**config.mk**
```make
export PLATFORM = sky130hd
export DESIGN_NAME = am2940_ctl
export DESIGN_NICKNAME = d
export VERILOG_FILES = /design/src/rtl/am2940_ctl.sv
export SDC_FILE = /design/constraint.sdc
export NUM_CORES = 1
export LEC_CHECK = 0
export CAP_MARGIN = 20
export CORE_ASPECT_RATIO = 0.5
export CORE_MARGIN = 4
export CORE_UTILIZATION = 50
export CTS_CLUSTER_DIAMETER = 80
export CTS_CLUSTER_SIZE = 8
export DETAILED_ROUTE_END_ITERATION = 8
export PLACE_DENSITY_LB_ADDON = 0.05
export SLEW_MARGIN = 20
export SYNTH_ARGS = -nofsm -noshare
export SYNTH_HDL_FRONTEND = slang
export SYNTH_SLANG_ARGS = --single-unit
export TNS_END_PERCENT = 100
```
**constraint.sdc**
```tcl
create_clock -name cp -period 3 [get_ports cp]
set_clock_uncertainty 0.1 [all_clocks]
set_input_delay 0.75 -clock cp [delete_from_list [all_inputs] [get_ports cp]]
set_output_delay 0.75 -clock cp [all_outputs]
set_load 0.05 [all_outputs]
```
**src/rtl/am2940_ctl.sv**
```systemverilog
// am2940_ctl: descriptor loader and beat sequencer for an am2940 DMA address generator.
// Loads control, address and word-count registers, then paces device beats until done or abort.
module am2940_ctl (
    input  logic       cp,
    input  logic       rst_,
    input  logic       start,
    input  logic [1:0] cfg_mode,
    input  logic       cfg_dir,
    input  logic [7:0] cfg_addr,
    input  logic [7:0] cfg_cnt,
    input  logic       abort,
    input  logic       irq_ack,
    input  logic       dreq,
    input  logic       done_in,
    output logic [2:0] i,
    output logic [7:0] dout,
    output logic       doe,
    output logic       aci_,
    output logic       wci_,
    output logic       oea_,
    output logic       dack,
    output logic       busy,
    output logic       irq,
    output logic       abt
);

    typedef enum logic [2:0] {
        S_IDLE = 3'd0,
        S_WCR  = 3'd1,
        S_LDA  = 3'd2,
        S_LDW  = 3'd3,
        S_WAIT = 3'd4,
        S_XFER = 3'd5,
        S_FIN  = 3'd6
    } state_t;

    localparam logic [2:0] I_WCR  = 3'b000;
    localparam logic [2:0] I_RAC  = 3'b011;
    localparam logic [2:0] I_LDA  = 3'b101;
    localparam logic [2:0] I_LDW  = 3'b110;
    localparam logic [2:0] I_ENA  = 3'b111;

    state_t     r_state;
    state_t     w_nxt;
    logic [1:0] r_mode;
    logic       r_dir;
    logic [7:0] r_addr;
    logic [7:0] r_cnt;
    logic       r_irq;
    logic       r_abt;
    logic [2:0] r_i;
    logic [7:0] r_dout;
    logic       r_doe;
    logic       r_aci_n;
    logic       r_wci_n;
    logic       r_oea_n;
    logic       r_dack;
    logic       r_busy;

    logic       w_accept;
    logic       w_abt_set;
    logic [1:0] w_mode_nxt;
    logic       w_dir_nxt;

    // Next-state rule; abort takes priority over dreq, done_in over abort in XFER.
    function automatic state_t f_next(input state_t st, input logic st_start, input logic st_abort,
                                      input logic st_dreq, input logic st_done);
        f_next = st;
        case (st)
            S_IDLE:  f_next = st_start ? S_WCR : S_IDLE;
            S_WCR:   f_next = st_abort ? S_FIN : S_LDA;
            S_LDA:   f_next = st_abort ? S_FIN : S_LDW;
            S_LDW:   f_next = st_abort ? S_FIN : S_WAIT;
            S_WAIT:  f_next = st_abort ? S_FIN : (st_dreq ? S_XFER : S_WAIT);
            S_XFER:  f_next = (st_done || st_abort) ? S_FIN : (st_dreq ? S_XFER : S_WAIT);
            S_FIN:   f_next = S_IDLE;
            default: f_next = S_IDLE;
        endcase
    endfunction

    assign w_nxt      = f_next(r_state, start, abort, dreq, done_in);
    assign w_accept   = (r_state == S_IDLE) && start;
    assign w_abt_set  = abort && ((r_state == S_WCR) || (r_state == S_LDA) || (r_state == S_LDW) ||
                                  (r_state == S_WAIT) || ((r_state == S_XFER) && !done_in));
    // Control-word fields as they will be after this edge (WCR is only entered on capture).
    assign w_mode_nxt = w_accept ? cfg_mode : r_mode;
    assign w_dir_nxt  = w_accept ? cfg_dir  : r_dir;

    // State, descriptor, flags, and outputs registered from the decode of the next state.
    always_ff @(posedge cp or negedge rst_) begin
        if (!rst_) begin
            r_state <= S_IDLE;
            r_mode  <= 2'b00;
            r_dir   <= 1'b0;
            r_addr  <= 8'h00;
            r_cnt   <= 8'h00;
            r_irq   <= 1'b0;
            r_abt   <= 1'b0;
            r_i     <= I_RAC;
            r_dout  <= 8'h00;
            r_doe   <= 1'b0;
            r_aci_n <= 1'b1;
            r_wci_n <= 1'b1;
            r_oea_n <= 1'b1;
            r_dack  <= 1'b0;
            r_busy  <= 1'b0;
        end else begin
            r_state <= w_nxt;

            if (w_accept) begin
                r_mode <= cfg_mode;
                r_dir  <= cfg_dir;
                r_addr <= cfg_addr;
                r_cnt  <= cfg_cnt;
            end

            if (r_state == S_FIN) begin
                r_irq <= 1'b1;
            end else if (w_accept || irq_ack) begin
                r_irq <= 1'b0;
            end

            if (w_accept) begin
                r_abt <= 1'b0;
            end else if (w_abt_set) begin
                r_abt <= 1'b1;
            end

            r_i     <= I_RAC;
            r_dout  <= 8'h00;
            r_doe   <= 1'b0;
            r_aci_n <= 1'b1;
            r_wci_n <= 1'b1;
            r_oea_n <= 1'b1;
            r_dack  <= 1'b0;
            r_busy  <= (w_nxt != S_IDLE);
            case (w_nxt)
                S_WCR: begin
                    r_i    <= I_WCR;
                    r_dout <= {5'b00000, w_dir_nxt, w_mode_nxt};
                    r_doe  <= 1'b1;
                end
                S_LDA: begin
                    r_i    <= I_LDA;
                    r_dout <= r_addr;
                    r_doe  <= 1'b1;
                end
                S_LDW: begin
                    r_i    <= I_LDW;
                    r_dout <= r_cnt;
                    r_doe  <= 1'b1;
                end
                S_XFER: begin
                    r_i     <= I_ENA;
                    r_aci_n <= 1'b0;
                    r_wci_n <= 1'b0;
                    r_oea_n <= 1'b0;
                    r_dack  <= 1'b1;
                end
                default: begin
                    r_i <= I_RAC;
                end
            endcase
        end
    end

    assign i    = r_i;
    assign dout = r_dout;
    assign doe  = r_doe;
    assign aci_ = r_aci_n;
    assign wci_ = r_wci_n;
    assign oea_ = r_oea_n;
    assign dack = r_dack;
    assign busy = r_busy;
    assign irq  = r_irq;
    assign abt  = r_abt;

endmodule

```
==> results.json, run 1 <==
{
  "initial_core_util_pct": 52.2,
  "synth.distinct_cells": 31,
  "drv_cap": 0,
  "core_area_um2": 3000,
  "status": "finished clean",
  "antenna_found_initial": 0,
  "syn_inst": 110,
  "pwr-share-seq_pct": 39.8,
  "layout.nets": 179,
  "cts_setup_buffers": 0,
  "drc": 0,
  "drive_gt1_share_pct": 21.4,
  "min_path_type": "flip-flop to flip-flop",
  "grt_use_total_pct": 15.3,
  "start_kind": "flip-flop",
  "cts_buffers": 5,
  "fin_ws_ns": 0.517,
  "h-tree-depth": 2,
  "fin_util_pct": 69.4,
  "grt_pass1_wl_um": 4460,
  "std_cell_rows": 14,
  "hold_ws_ns": 0.413,
  "cts.clk_slew.worst_paths_ns": 0.07,
  "drtPass1Iterations": 4,
  "met2_usage_pct": 24.9,
  "worstPathCellList": "clkdlybuf4s50_1",
  "ir_drop_v": 0.000495,
  "gp_congestion": 0.685,
  "die_area_um2": 4140,
  "cts_tree": "done",
  "grt_use_met1_pct": 17.8,
  "path_delay_family": "buffers and inverters",
  "setup_viol": 0,
  "die_x_um": 87.1,
  "io_buffer_count": 44,
  "n_antenna_cell": 0,
  "comb_power_share_pct": 41.4,
  "clock-sinks": 36,
  "crit_buf_inv": 1,
  "syn_nets": 136,
  "layout_common_cells": "clkdlybuf4s50_1, dfrtp_1, mux2_4",
  "rsz0062_at_grt": "false",
  "grt_pass1_vias": 940,
  "areaGrowthSynthToFinish_pct": 33.0,
  "post-route-min-period_ns": 2.48,
  "synth.avg_cell_area_um2": 14.2,
  "routed_via_density": 5.04,
  "grtUsageMet3_pct": 8.08,
  "finalHoldViolations": 0,
  "grt-ovfl-total": 0,
  "ys_ff_latch": 36,
  "slew_headroom_pct": 48.8,
  "switching_share_pct": 37.2,
  "finalSetupTns_ns": 0,
  "reg2reg_setup_slack_ns": 1.02,
  "crit_type": "flip-flop to output port",
  "first_iter_violations": 35,
  "ant_nets": 0,
  "power.density_nw_per_um2": 1060,
  "ios": 45,
  "cts.repair.resized": 0,
  "grt_start_max_net_pins": 37,
  "cp_data_arrival_time_ns": 1.63,
  "internal_power_w": 0.00138,
  "hpwlAfterDp_um": 2020,
  "vias": 978,
  "synth-warning-count": 0,
  "leakagePower_nw": 0.931,
  "report.final.slew_viol_count": 0,
  "wl_per_cell_um": 14.7,
  "top_usage_layer": "met2",
  "dp_worst_setup_slack_ns": 0.375,
  "slowest_stage": "clkdlybuf4s50_1",
  "max_freq_ghz": 0.403,
  "worstSkewPairLatency_ns": 0.29,
  "clock_power_share_pct": 18.8,
  "syn_area_um2": 1560,
  "postRouteWirelength_um": 2860,
  "slowest_delay_ns": 0.80,
  "yosysSeqAreaShare_pct": 57.9,
  "worstMarginPinSlew_ns": 0.768,
  "required_ns": 2.15,
  "layout.cells.most_common": "clkdlybuf4s50_1",
  "crit_path_end_kind": "output port",
  "clockBufferDepth": 2,
  "p_sw_w": 0.000820,
  "cts_root_buf": "clkbuf_8",
  "crit_path_max_fanout": 3,
  "dieHeight_um": 47.5,
  "hold_buffers": 0,
  "fin_crit_sh_pct": 82.8
}
## cell usage after synthesis
| library cell | n | area share [%] |
|---|---|---|
| inv_1 | 4 | 0.96 |
| or2b_1 | 1 | 0.48 |
| a211oi_1 | 1 | 0.48 |
| nand4b_1 | 1 | 0.56 |
| a211o_1 | 1 | 0.56 |
| buf_2 | 1 | 0.32 |
| nor2_8 | 1 | 1.3 |
| nor2b_1 | 3 | 1.2 |
| nor2_1 | 1 | 0.24 |
| xnor2_1 | 1 | 0.56 |
| a22oi_1 | 3 | 1.4 |
| nand2_1 | 10 | 2.4 |
| buf_12 | 1 | 1.3 |
| inv_2 | 1 | 0.24 |
| or3_1 | 2 | 0.80 |
| or3b_4 | 1 | 0.72 |
| o21ai_0 | 3 | 0.96 |
| a21oi_1 | 4 | 1.3 |
| o21ai_2 | 1 | 0.56 |
| nand3_1 | 1 | 0.32 |
| buf_4 | 4 | 1.9 |
| buf_6 | 2 | 1.4 |
| a22o_1 | 5 | 2.8 |
| dfrtp_1 | 33 | 53 |
| nor4b_4 | 2 | 3.0 |
| mux2_4 | 13 | 12 |
| o31a_1 | 1 | 0.56 |
| o311a_1 | 1 | 0.64 |
| a31oi_1 | 1 | 0.40 |
| dfstp_2 | 3 | 5.0 |
| mux2_2 | 3 | 2.2 |
## area by class of cell
cell class / instances / area, um2
Multi-Input combinational cell: 61 / 562
Clock buffer: 6 / 72.6
Clock inverter: 2 / 35.0
Tap cell: 40 / 50.0
Timing Repair Buffer: 44 / 435
Sequential cell: 36 / 905
Inverter: 5 / 18.8
Fill cell: 219 / 917
## stage by stage
| step | instances | total power [W] | cell area, um2 |
|---|---|---|---|
| after detailed placement | 186 | 0.00181 | 1970 |
| after floorplan | 110 | 0.00159 | 1560 |
| after global routing | 194 | 0.00233 | 2080 |
| after CTS | 194 | 0.00223 | 2080 |
| after global placement | 186 | 0.00178 | 1970 |
| final | 194 | 0.00220 | 2080 |
## power groups by stage
stage	Clock, W	Combinational [W]	Sequential (W)
2_1_floorplan	0	0.000558	0.00103
3_3_place_gp	0	0.000907	0.000877
3_5_place_dp	0	0.000925	0.000881
4_1_cts	0.000428	0.000926	0.000875
5_1_grt	0.000451	0.000976	0.000902
6_report	0.000414	0.000913	0.000877
## cell families (layout without fill, tap and decap cells)
group	count (synthesis)	in the layout	synth area share [%]
AND/OR/NAND/NOR	23	23	11.0
AO/OA/AOI/OAI	21	21	9.69
multiplexers	16	16	14.7
flip-flops	36	36	57.9
buffers and inverters	13	57	6.16
XOR/XNOR	1	1	0.561
## registers in the layout, summed over array words and instances (netlist names), 3 cells and up
signal / flops
i: 3
r_cnt: 8
r_addr: 8
dout: 8
r_state: 3
## layer usage
layer	routed length, um	vias to the layer above	share of wire [%]
met5	0	-	0
li1	-	466	-
met1	1230	474	43
met3	262	4	9.2
met2	1340	34	47
met4	29	0	1.0
## path summary, 6_finish.rpt
path	startpoint	end	depth (start not counted)
setup / recovery	oea_	aci_	1
hold / removal	r_addr[3]	dout[3]	1
setup reg to reg	r_state[2]	r_cnt[0]	3
hold reg to reg	r_addr[3]	dout[3]	1
max in group asynchronous	rst_	r_cnt[1]	1
min in group asynchronous	rst_	busy	1
Power figures use the tool's default switching activity.
==> inputs of run 2 (changes only) <==
- CORE_UTILIZATION: 50 -> 42
- clock period: 3 -> 2 ns (I/O delays scaled with it)
==> results.json, run 2 (synthesized netlist as in run 1, its figures left out) <==
{
  "cts_tree": "done",
  "reg2reg_setup_slack_ns": 0.28,
  "layout.nets": 191,
  "report.final.slew_viol_count": 0,
  "die_area_um2": 4820,
  "std_cell_rows": 15,
  "h-tree-depth": 2,
  "drtPass1Iterations": 3,
  "grt-ovfl-total": 0,
  "drc": 0,
  "core_area_um2": 3510,
  "leakagePower_nw": 1.07,
  "wl_per_cell_um": 14.3,
  "areaGrowthSynthToFinish_pct": 43.8,
  "ant_nets": 0,
  "clock-sinks": 36,
  "r2r_start": "r_state[0]",
  "hold_buffers": 0,
  "reg2reg_depth": 4,
  "slowest_delay_ns": 0.56,
  "cp_data_arrival_time_ns": 1.93,
  "dpl_cell_area_um2": 2110,
  "cts.clk_slew.worst_paths_ns": 0.07,
  "worstPathCellList": "clkdlybuf4s50_1, buf_4, nor4b_4, buf_4, a22oi_1, nand2_1",
  "worstMarginPinSlew_ns": 0.577,
  "slew_headroom_pct": 61.6,
  "grt_pass1_wl_um": 4870,
  "gp_congestion": 0.780,
  "status": "finished clean",
  "cts_root_buf": "clkbuf_8",
  "crit_path_max_fanout": 9,
  "drive_gt1_share_pct": 38.6,
  "slowest_stage": "clkdlybuf4s50_1",
  "layout.cells.most_common": "dfrtp_1",
  "critical_path.most_common_cell": "buf_4",
  "cts_buffers": 5,
  "dp_worst_setup_slack_ns": -0.264,
  "setup_viol": 0,
  "clockBufferDepth": 2,
  "hpwlAfterDp_um": 2280,
  "ir_drop_v": 0.000671,
  "hold_ws_ns": 0.0586,
  "grt_pass1_vias": 1010,
  "start_kind": "primary input",
  "layout_common_cells": "dfrtp_1, clkdlybuf4s50_1, buf_4",
  "finalHoldViolations": 0,
  "crit_path_end_kind": "flip-flop",
  "grt_use_total_pct": 13.8,
  "grt_use_met1_pct": 18.0,
  "initial_core_util_pct": 44.5,
  "n_antenna_cell": 0,
  "top_usage_layer": "met2",
  "r2r-end": "r_addr[0]",
  "min_path_type": "primary input to async pin",
  "grtUsageMet3_pct": 5.29,
  "crit_buf_inv": 3,
  "io_buffer_count": 44,
  "antenna_found_initial": 0,
  "vias": 1028,
  "required_ns": 2.12,
  "grt_start_max_net_pins": 20,
  "routed_via_density": 4.74,
  "worstSkewPairLatency_ns": 0.28,
  "crit_type": "primary input to flip-flop",
  "power.density_nw_per_um2": 1530,
  "fin_ws_ns": 0.192,
  "fin_crit_sh_pct": 90.4,
  "path_delay_family": "buffers and inverters",
  "die_x_um": 94.3,
  "drv_cap": 0,
  "max_freq_ghz": 0.553,
  "dieHeight_um": 51.1,
  "fin_area_um2": 2250,
  "rsz0062_at_grt": "false",
  "ios": 45,
  "fin_total_pwr_w": 0.00344,
  "met2_usage_pct": 20.7,
  "first_iter_violations": 29,
  "post-route-min-period_ns": 1.81,
  "postRouteWirelength_um": 3110
}
-- run 2: cell type report --
| cell class | count | area, um2 |
|---|---|---|
| Fill cell | 282 | 1260 |
| Sequential cell | 36 | 905 |
| Timing Repair Buffer | 56 | 598 |
| Multi-Input combinational cell | 61 | 562 |
| Clock buffer | 8 | 100 |
| Tap cell | 51 | 63.8 |
| Inverter | 5 | 18.8 |
-- run 2: worst max-delay path by stage --
stage	from	to	slack, ns	cells past startpoint
after floorplan	start	r_addr[0]	0.31	4
after global placement	start	r_cnt[4]	-0.25	5
after detailed placement	start	r_cnt[3]	-0.26	5
after CTS	start	r_cnt[3]	0.03	5
after global routing	abort	busy	0.11	5
final	abort	dout[1]	0.19	6
-- run 2: metrics by stage --
step                setup TNS (ns)  instances  utilization [%]
finish                           0        217             64.0
global route                     0        217             64.0
CTS                              0        215             63.0
detailed placement           -4.18        207             60.2
global placement             -4.06        207             60.2
floorplan                        0        110                -
-- run 2: what timing repair did --
item                                    in CTS  in global routing
setup buffers                                0                  1
endpoints found under the setup margin       0                  5
gates resized for setup                      0                  1
-- run 2: power breakdown --
part           internal, W  switching, W
Clock             0.000314      0.000243
Combinational     0.000813      0.000813
Sequential         0.00105      0.000212
-- run 2: per-layer routing --
metal	wire length, um	vias up	part of all wire, %
li1	-	493	-
met1	1390	500	45
met2	1470	30	47
met3	211	5	6.8
met4	38	0	1.2
met5	0	-	0
-- run 2: worst reg2reg max path, delay by kind of cell (launching register included) --
family	cells	cell delay, ns
DFF	1	0.38
buffers and inverters	1	0.19
muxes	1	0.29
and+or+nand+nor	2	0.65
